## src/rtl/temp_scan_ctrl_pkg.sv

```systemverilog
// Shared constants and types for the temperature scan controller.
// State encoding and result widths used by controller and bench.
package temp_mon_pkg;

  localparam int N_SENSORS = 5;
  localparam int DATA_W    = 8;
  localparam int SUM_W     = 16;
  localparam int CNT_W     = 8;
  localparam int IDX_W     = $clog2(N_SENSORS);
  localparam int LEFT_W    = $clog2(SUM_W) + 1;

  typedef enum logic [1:0] {
    ST_IDLE = 2'd0,
    ST_SCAN = 2'd1,
    ST_DIV  = 2'd2,
    ST_OUT  = 2'd3
  } state_t;

endpackage

```

## src/rtl/temp_scan_ctrl_if.sv

```systemverilog
// Result bus from the scan controller to the display/alarm logic.
// Valid/ready handshake carrying sum, count, average and no-sensor.
interface temp_scan_ctrl_if;
  import temp_mon_pkg::*;

  logic [SUM_W-1:0]  temp_sum;
  logic [CNT_W-1:0]  nr_active_sensors;
  logic [DATA_W-1:0] temp_avg;
  logic              no_sensor;
  logic              avg_valid;
  logic              avg_ready;

  modport master (
    output temp_sum,
    output nr_active_sensors,
    output temp_avg,
    output no_sensor,
    output avg_valid,
    input  avg_ready
  );

  modport slave (
    input  temp_sum,
    input  nr_active_sensors,
    input  temp_avg,
    input  no_sensor,
    input  avg_valid,
    output avg_ready
  );

endinterface

```

## src/rtl/temp_scan_ctrl_divider.sv

```systemverilog
// Restoring divider, one quotient bit per cycle, SUM_W cycles total.
// The first bit is produced on the start edge; done pulses with the last.
import temp_mon_pkg::*;

module seq_divider (
  input  logic              clk,
  input  logic              rst_n,
  input  logic              start,
  input  logic [SUM_W-1:0]  dividend,
  input  logic [CNT_W-1:0]  divisor,
  output logic [DATA_W-1:0] quotient,
  output logic              done
);

  logic [CNT_W-1:0]  rem_q;
  logic [CNT_W-1:0]  dvsr_q;
  logic [SUM_W-1:0]  quo_q;
  logic [LEFT_W-1:0] left_q;
  logic              run_q;
  logic              done_q;

  // One restoring step: shift in next dividend bit, subtract if it fits.
  // Remainder stays below divisor, so CNT_W bits plus one carry suffice.
  function automatic logic [CNT_W+SUM_W-1:0] div_step(
    input logic [CNT_W-1:0] r,
    input logic [SUM_W-1:0] q,
    input logic [CNT_W-1:0] d
  );
    logic [CNT_W:0] t;
    logic           ge;
    t  = {r, q[SUM_W-1]};
    ge = (t >= {1'b0, d});
    if (ge) t = t - {1'b0, d};
    return {t[CNT_W-1:0], q[SUM_W-2:0], ge};
  endfunction

  // Iteration registers: load and first step on start, then run down.
  always_ff @(posedge clk or negedge rst_n) begin
    if (!rst_n) begin
      rem_q  <= '0;
      dvsr_q <= '0;
      quo_q  <= '0;
      left_q <= '0;
      run_q  <= 1'b0;
      done_q <= 1'b0;
    end else begin
      done_q <= 1'b0;
      if (start) begin
        {rem_q, quo_q} <= div_step('0, dividend, divisor);
        dvsr_q <= divisor;
        left_q <= LEFT_W'(SUM_W - 1);
        run_q  <= 1'b1;
      end else if (run_q) begin
        {rem_q, quo_q} <= div_step(rem_q, quo_q, dvsr_q);
        left_q <= left_q - LEFT_W'(1);
        if (left_q == LEFT_W'(1)) begin
          run_q  <= 1'b0;
          done_q <= 1'b1;
        end
      end
    end
  end

  assign quotient = quo_q[DATA_W-1:0];
  assign done     = done_q;

endmodule

```

## src/rtl/temp_scan_ctrl.sv

```systemverilog
// Temperature scan sequencer: trigger, snapshot, accumulate, divide.
// Presents sum/count/average on a valid/ready result bus.
import temp_mon_pkg::*;

module temp_scan_ctrl #(
  parameter int PERIOD = 1000
) (
  input  logic                        clk_i,
  input  logic                        rst_n_i,
  input  logic                        start_i,
  input  logic                        auto_en_i,
  input  logic [N_SENSORS*DATA_W-1:0] sensors_data_i,
  input  logic [N_SENSORS-1:0]        sensors_en_i,
  output logic                        busy_o,
  output logic                        overrun_o,
  temp_scan_ctrl_if.master            res
);

  localparam int TMR_W = (PERIOD > 1) ? $clog2(PERIOD) : 1;

  state_t state_q, state_d;

  logic [TMR_W-1:0]            timer_q;
  logic                        tick;
  logic                        trig;
  logic                        pending_q;
  logic                        overrun_q;
  logic [N_SENSORS*DATA_W-1:0] data_snap_q;
  logic [N_SENSORS-1:0]        en_snap_q;
  logic [SUM_W-1:0]            acc_q;
  logic [CNT_W-1:0]            cnt_q;
  logic [IDX_W-1:0]            idx_q;
  logic [DATA_W-1:0]           cur_data;
  logic                        div_first_q;
  logic                        div_start;
  logic [DATA_W-1:0]           div_quo;
  logic                        div_done;
  logic                        capture;
  logic                        load_res;
  logic                        handshake;

  logic [SUM_W-1:0]  sum_q;
  logic [CNT_W-1:0]  nr_q;
  logic [DATA_W-1:0] avg_q;
  logic              ns_q;
  logic              valid_q;

  assign tick      = auto_en_i && (timer_q == TMR_W'(PERIOD - 1));
  assign trig      = start_i | tick;
  assign cur_data  = data_snap_q[idx_q*DATA_W +: DATA_W];
  assign handshake = valid_q && res.avg_ready;

  // Free-running period timer, held at zero while auto mode is off.
  always_ff @(posedge clk_i or negedge rst_n_i) begin
    if (!rst_n_i) begin
      timer_q <= '0;
    end else if (!auto_en_i || tick) begin
      timer_q <= '0;
    end else begin
      timer_q <= timer_q + TMR_W'(1);
    end
  end

  // State register.
  always_ff @(posedge clk_i or negedge rst_n_i) begin
    if (!rst_n_i) state_q <= ST_IDLE;
    else          state_q <= state_d;
  end

  // Next state and per-cycle strobes.
  always_comb begin
    state_d   = state_q;
    capture   = 1'b0;
    div_start = 1'b0;
    load_res  = 1'b0;
    unique case (state_q)
      ST_IDLE: begin
        if (trig || pending_q) begin
          capture = 1'b1;
          state_d = ST_SCAN;
        end
      end
      ST_SCAN: begin
        if (idx_q == IDX_W'(N_SENSORS - 1)) state_d = ST_DIV;
      end
      ST_DIV: begin
        if (div_first_q) begin
          if (cnt_q == '0) begin
            load_res = 1'b1;
            state_d  = ST_OUT;
          end else begin
            div_start = 1'b1;
          end
        end else if (div_done) begin
          load_res = 1'b1;
          state_d  = ST_OUT;
        end
      end
      ST_OUT: begin
        if (handshake) state_d = ST_IDLE;
      end
      default: state_d = ST_IDLE;
    endcase
  end

  // One-deep trigger queue; a trigger on a full queue is reported.
  always_ff @(posedge clk_i or negedge rst_n_i) begin
    if (!rst_n_i) begin
      pending_q <= 1'b0;
      overrun_q <= 1'b0;
    end else begin
      overrun_q <= 1'b0;
      if (state_q == ST_IDLE) begin
        pending_q <= 1'b0;
      end else if (trig) begin
        if (pending_q) overrun_q <= 1'b1;
        else           pending_q <= 1'b1;
      end
    end
  end

  // Snapshot on capture, then sum one sensor per SCAN cycle.
  always_ff @(posedge clk_i or negedge rst_n_i) begin
    if (!rst_n_i) begin
      data_snap_q <= '0;
      en_snap_q   <= '0;
      acc_q       <= '0;
      cnt_q       <= '0;
      idx_q       <= '0;
      div_first_q <= 1'b0;
    end else begin
      div_first_q <= (state_q == ST_SCAN) && (state_d == ST_DIV);
      if (capture) begin
        data_snap_q <= sensors_data_i;
        en_snap_q   <= sensors_en_i;
        acc_q       <= '0;
        cnt_q       <= '0;
        idx_q       <= '0;
      end else if (state_q == ST_SCAN) begin
        if (en_snap_q[idx_q]) begin
          acc_q <= acc_q + SUM_W'(cur_data);
          cnt_q <= cnt_q + CNT_W'(1);
        end
        idx_q <= idx_q + IDX_W'(1);
      end
    end
  end

  seq_divider u_div (
    .clk      (clk_i),
    .rst_n    (rst_n_i),
    .start    (div_start),
    .dividend (acc_q),
    .divisor  (cnt_q),
    .quotient (div_quo),
    .done     (div_done)
  );

  // Result registers: loaded on OUT entry, held until the next one.
  always_ff @(posedge clk_i or negedge rst_n_i) begin
    if (!rst_n_i) begin
      sum_q   <= '0;
      nr_q    <= '0;
      avg_q   <= '0;
      ns_q    <= 1'b0;
      valid_q <= 1'b0;
    end else if (load_res) begin
      sum_q   <= acc_q;
      nr_q    <= cnt_q;
      avg_q   <= (cnt_q == '0) ? '0 : div_quo;
      ns_q    <= (cnt_q == '0);
      valid_q <= 1'b1;
    end else if (handshake) begin
      valid_q <= 1'b0;
    end
  end

  assign res.temp_sum          = sum_q;
  assign res.nr_active_sensors = nr_q;
  assign res.temp_avg          = avg_q;
  assign res.no_sensor         = ns_q;
  assign res.avg_valid         = valid_q;
  assign busy_o                = (state_q != ST_IDLE);
  assign overrun_o             = overrun_q;

endmodule

```

## src/flat_wrapper.sv

```systemverilog
// flat-port wrapper written by rule: the top's interface ports become plain ports
module temp_scan_ctrl_flat 
#(
  parameter int PERIOD = 1000
)
  (clk_i, rst_n_i, start_i, auto_en_i, sensors_data_i, sensors_en_i, busy_o, overrun_o, res_temp_sum, res_nr_active_sensors, res_temp_avg, res_no_sensor, res_avg_valid, res_avg_ready);
  temp_scan_ctrl_if res_i ();
  input  logic clk_i;
  input  logic rst_n_i;
  input  logic start_i;
  input  logic auto_en_i;
  input  logic [N_SENSORS*DATA_W-1:0] sensors_data_i;
  input  logic [N_SENSORS-1:0] sensors_en_i;
  output logic busy_o;
  output logic overrun_o;
  output wire logic [$bits(res_i.temp_sum)-1:0] res_temp_sum;
  output wire logic [$bits(res_i.nr_active_sensors)-1:0] res_nr_active_sensors;
  output wire logic [$bits(res_i.temp_avg)-1:0] res_temp_avg;
  output wire logic [$bits(res_i.no_sensor)-1:0] res_no_sensor;
  output wire logic [$bits(res_i.avg_valid)-1:0] res_avg_valid;
  input wire logic [$bits(res_i.avg_ready)-1:0] res_avg_ready;
  assign res_temp_sum = res_i.temp_sum;
  assign res_nr_active_sensors = res_i.nr_active_sensors;
  assign res_temp_avg = res_i.temp_avg;
  assign res_no_sensor = res_i.no_sensor;
  assign res_avg_valid = res_i.avg_valid;
  assign res_i.avg_ready = res_avg_ready;
  temp_scan_ctrl #(.PERIOD(PERIOD)) u_core (.clk_i(clk_i), .rst_n_i(rst_n_i), .start_i(start_i), .auto_en_i(auto_en_i), .sensors_data_i(sensors_data_i), .sensors_en_i(sensors_en_i), .busy_o(busy_o), .overrun_o(overrun_o), .res(res_i));
endmodule
```

## config.mk

```make
export PLATFORM = sky130hd
export DESIGN_NAME = temp_scan_ctrl_flat
export DESIGN_NICKNAME = d
export VERILOG_FILES = /design/src/rtl/temp_scan_ctrl_pkg.sv /design/src/rtl/temp_scan_ctrl_if.sv /design/src/rtl/temp_scan_ctrl_divider.sv /design/src/rtl/temp_scan_ctrl.sv /design/src/flat_wrapper.sv
export SDC_FILE = /design/constraint.sdc
export NUM_CORES = 1
export LEC_CHECK = 0
export CAP_MARGIN = 20
export CORE_MARGIN = 4
export CORE_UTILIZATION = 45
export CTS_CLUSTER_DIAMETER = 120
export CTS_CLUSTER_SIZE = 28
export DETAILED_ROUTE_END_ITERATION = 8
export GPL_ROUTABILITY_DRIVEN = 0
export GPL_TIMING_DRIVEN = 0
export MAX_ROUTING_LAYER = met4
export PLACE_DENSITY_LB_ADDON = 0.2
export SKIP_CTS_REPAIR_TIMING = 1
export SLEW_MARGIN = 20
export SYNTH_ARGS = -nofsm -noshare
export SYNTH_HDL_FRONTEND = slang
export SYNTH_HIERARCHICAL = 1
export SYNTH_SLANG_ARGS = --single-unit
```

## constraint.sdc

```tcl
create_clock -name clk_i -period 7.81 [get_ports clk_i]
set_clock_uncertainty 0.15 [all_clocks]
set_input_delay 1.562 -clock clk_i [delete_from_list [all_inputs] [get_ports clk_i]]
set_output_delay 1.562 -clock clk_i [all_outputs]
set_load 0.05 [all_outputs]
```

==> results.md <==
* Status: finished clean
* Number of flops mapped to enable cells by yosys at 0
* Part of the power in registers at 34.3%
* # setup viols final at 0
* R2R depth at 13
* Non-filler cells, final at 1108
* Die area at 20450 um2
* Clk sinks at 160
* Largest family of logic cells by synthesized area: multiplexers
* Net Count, Synth at 838
* Site Rows at 49
* Slew of the pin with the lowest slew margin at 0.6640 ns
* Slew HR at 55.54%
* Final Hold Viols at 0
* Commonest non-fill, non-tap cell in the layout: dfrtp_1
* DR WL/cell at 16.79 um
* Starting Density at 45.66%
* Peak supply drop at 0.1986 mV
* DRT Pass-1 Iters at 5
* 1st-iter DRT viols at 342
* Startpoint Class: register
* Hold Crit Depth at 1
* Mean Syn Cell Area at 10.78 um2
* Switch Pwr at 1.602 mW
* Crit. End Element: output pin
* Max Freq at 0.2542 GHz
* HP Class: reg -> reg
* Final core utilization at 55.61%
* Crit path time final at 3.933 ns
* Cell area after synthesis at 8203 um2
* Lkg Pwr at 4.369 nW
* Vias after detailed routing at 6010
* Largest net degree at the start of global routing at 84
* Critical hold path startpoint: u_core/res.temp_sum[6]
* Cell Area, Placed at 9373 um2
* Synth Area in XOR/XNOR at 2.456%
* Logic pwr share at 44.0%
* Fin Setup TNS at 0 ns
* Filler cell count at 1550
* Critical path data arrival time at 2.22 ns
* Number of I/O port buffers at 85
* Fin worst setup slack at 3.877 ns
* Top cell type's share of synthesized area at 48.81%
* RR Endpoint: u_core/acc_q[14]
* H-tree depth at 4
* Ys async rst share at 100.0%
* Simple-gate portion of the synthesized area at 12.36%
* Sequential fraction of the synthesis area at 48.81%
* Vias in the first global route at 6033
* R2r setup slk at 3.90 ns
* Int Pwr at 2.413 mW
* PD cells at 401.8 nW/um2
* Initial antenna violation count at 0
* Clock network fraction of total power at 21.7%
* Final wirelength at 18610 um
* Global-route wire length before repair at 31070 um
* I/O Pins at 86
* Fin. max-slew vios at 0
* Area grow syn2layout at 21.78%
* Post-synthesis cell count at 761
* Synth Warn # at 6
* Post-synthesis mux area share at 15.60%
* Num CTS Buffers at 17
* CTS Root Cell: clkbuf_16
* Post-detailed-route count of antenna-violating nets at 0
* Crit Path Max Fanout at 7
* Worst slack at placement at 3.934 ns
* Via density at 5.424
* Switching Fraction at 39.90%
* Hold endpoint: u_core/res.temp_sum[6]
* Critical Path RT at 6.10 ns
* TritonCTS clock tree: built
* Synth top area cells: dfrtp_1 (49%), mux2_2 (7.1%), mux2i_1 (5.9%), ha_1 (3.8%), nand2_1 (3.4%)
* Drt drc at 0
* Crit share post-route at 50.36%
* Synth Area in Adders at 4.301%
* Synth cell types at 69
* Register bit count reported by yosys at 160
* Post-synthesis compound-gate area fraction at 11.38%
* GRT Total Usage at 19.73%
* Design Area, Final at 9990 um2
* Placed insts at 1076
* NumNets Final at 943
* Final Power at 4.014 mW
* Layout cell share with drive strength beyond 1 at 14.33%
* Top FF cell, synth: dfrtp_1
* Yosys top cell by area: dfrtp_1
* Die W at 143.0 um
* GRT Residual Overflow at 0
* Fin Hold WS at 0.3386 ns
* RSZ-0062 raised after global routing: no
* Diodes inserted at 0
* Core Box Area at 17960 um2
* Clock slew at reported path FFs at 0.06 ns
* Post-DP HPWL at 13400 um
* Max_cap viols at 0
* Most frequent cells in the layout: dfrtp_1 (160), clkdlybuf4s50_1 (84), nand2_1 (75), nor2_1 (54), mux2_2 (52)
* Clock latency on the worst-skew pair at 0.42 ns
* Die height at 143.0 um
* Start of the worst register-to-register path: u_core/idx_q[0]
* Critical path type: reg -> out
* Clock buffer depth at 2
==> sequential cells by signal, indices dropped and copies added, names as in the netlist, 5 cells and up <==
| signal | cells |
|---|---|
| u_core/res.nr_active_sensors | 8 |
| u_core/u_div/dvsr_q | 8 |
| u_core/en_snap_q | 5 |
| u_core/u_div/quo_q | 16 |
| u_core/res.temp_avg | 8 |
| u_core/acc_q | 16 |
| u_core/cnt_q | 8 |
| u_core/u_div/left_q | 5 |
| u_core/res.temp_sum | 16 |
| u_core/timer_q | 10 |
| u_core/data_snap_q | 40 |
| u_core/u_div/rem_q | 8 |
==> power by group through the flow <==
stage               Sequential (mW)  Combinational, mW  Clock, mW
floorplan                      1.46               1.19          0
CTS                            1.38               1.77      0.890
global placement               1.38               1.73          0
detailed placement             1.39               1.75          0
global route                   1.42               1.95      0.930
finish                         1.38               1.77      0.871
==> worst max-delay path by stage <==
stage / end / start
after floorplan: u_core/acc_q[14] / u_core/idx_q[0]
after global placement: u_core/data_snap_q[4] / rst_n_i
after detailed placement: u_core/acc_q[14] / u_core/idx_q[0]
after CTS: busy_o / u_core/state_q[0]
after global routing: busy_o / u_core/state_q[0]
final: busy_o / u_core/state_q[0]
==> critical path, stage by stage (launching register included) <==
cell and delay [ns]:
dfrtp_1 0.46, nor2_1 0.40, inv_1 0.19, clkdlybuf4s50_1 0.75
==> synth_stat cells, drive strengths merged, types with 2 or more instances <==
cell type	number
fa	2
clkbuf	16
a311o	3
nor2	55
o211ai	5
buf	28
nand2	75
nand2b	10
and4b	2
dfrtp	160
inv	38
xor2	9
ha	25
mux2i	48
and3	8
o32a	2
or4	3
nor3b	3
nand4	8
a21o	4
nand3	16
a211oi	5
a21oi	40
o31ai	11
or3	3
nor2b	5
o31a	2
nor3	9
nor4	5
o21ai	42
o22ai	8
xnor2	14
a31oi	4
mux2	71
o21a	3
==> cell type report <==
cell class	count	area [um2]	area share (%)
Clock inverter	14	177.7	1.779
Timing Repair Buffer	86	883.3	8.843
Multi-Input combinational cell	519	3781	37.85
Tap cell	229	286.5	2.868
Inverter	38	142.6	1.428
Clock buffer	18	439.2	4.396
Sequential cell	160	4004	40.08
Buffer	44	275.3	2.756
==> layer usage <==
metal  global-route usage, %  vias up  wire (um)
li1                        -     2894          -
met2                   30.93      151       8876
met4                   5.003        0        369
met1                   26.06     2936       8550
met5                       -        -          0
met3                   4.655       29        809
==> kinds of logic after synthesis <==
| group | Yosys count |
|---|---|
| AOI/OAI and AO/OA | 141 |
| xor gates and xnor gates | 23 |
| adders and majority gates | 27 |
| buffers and inverters | 82 |
| DFF | 160 |
| muxes | 119 |
| and+or+nand+nor | 209 |
Power figures use the tool's default switching activity.
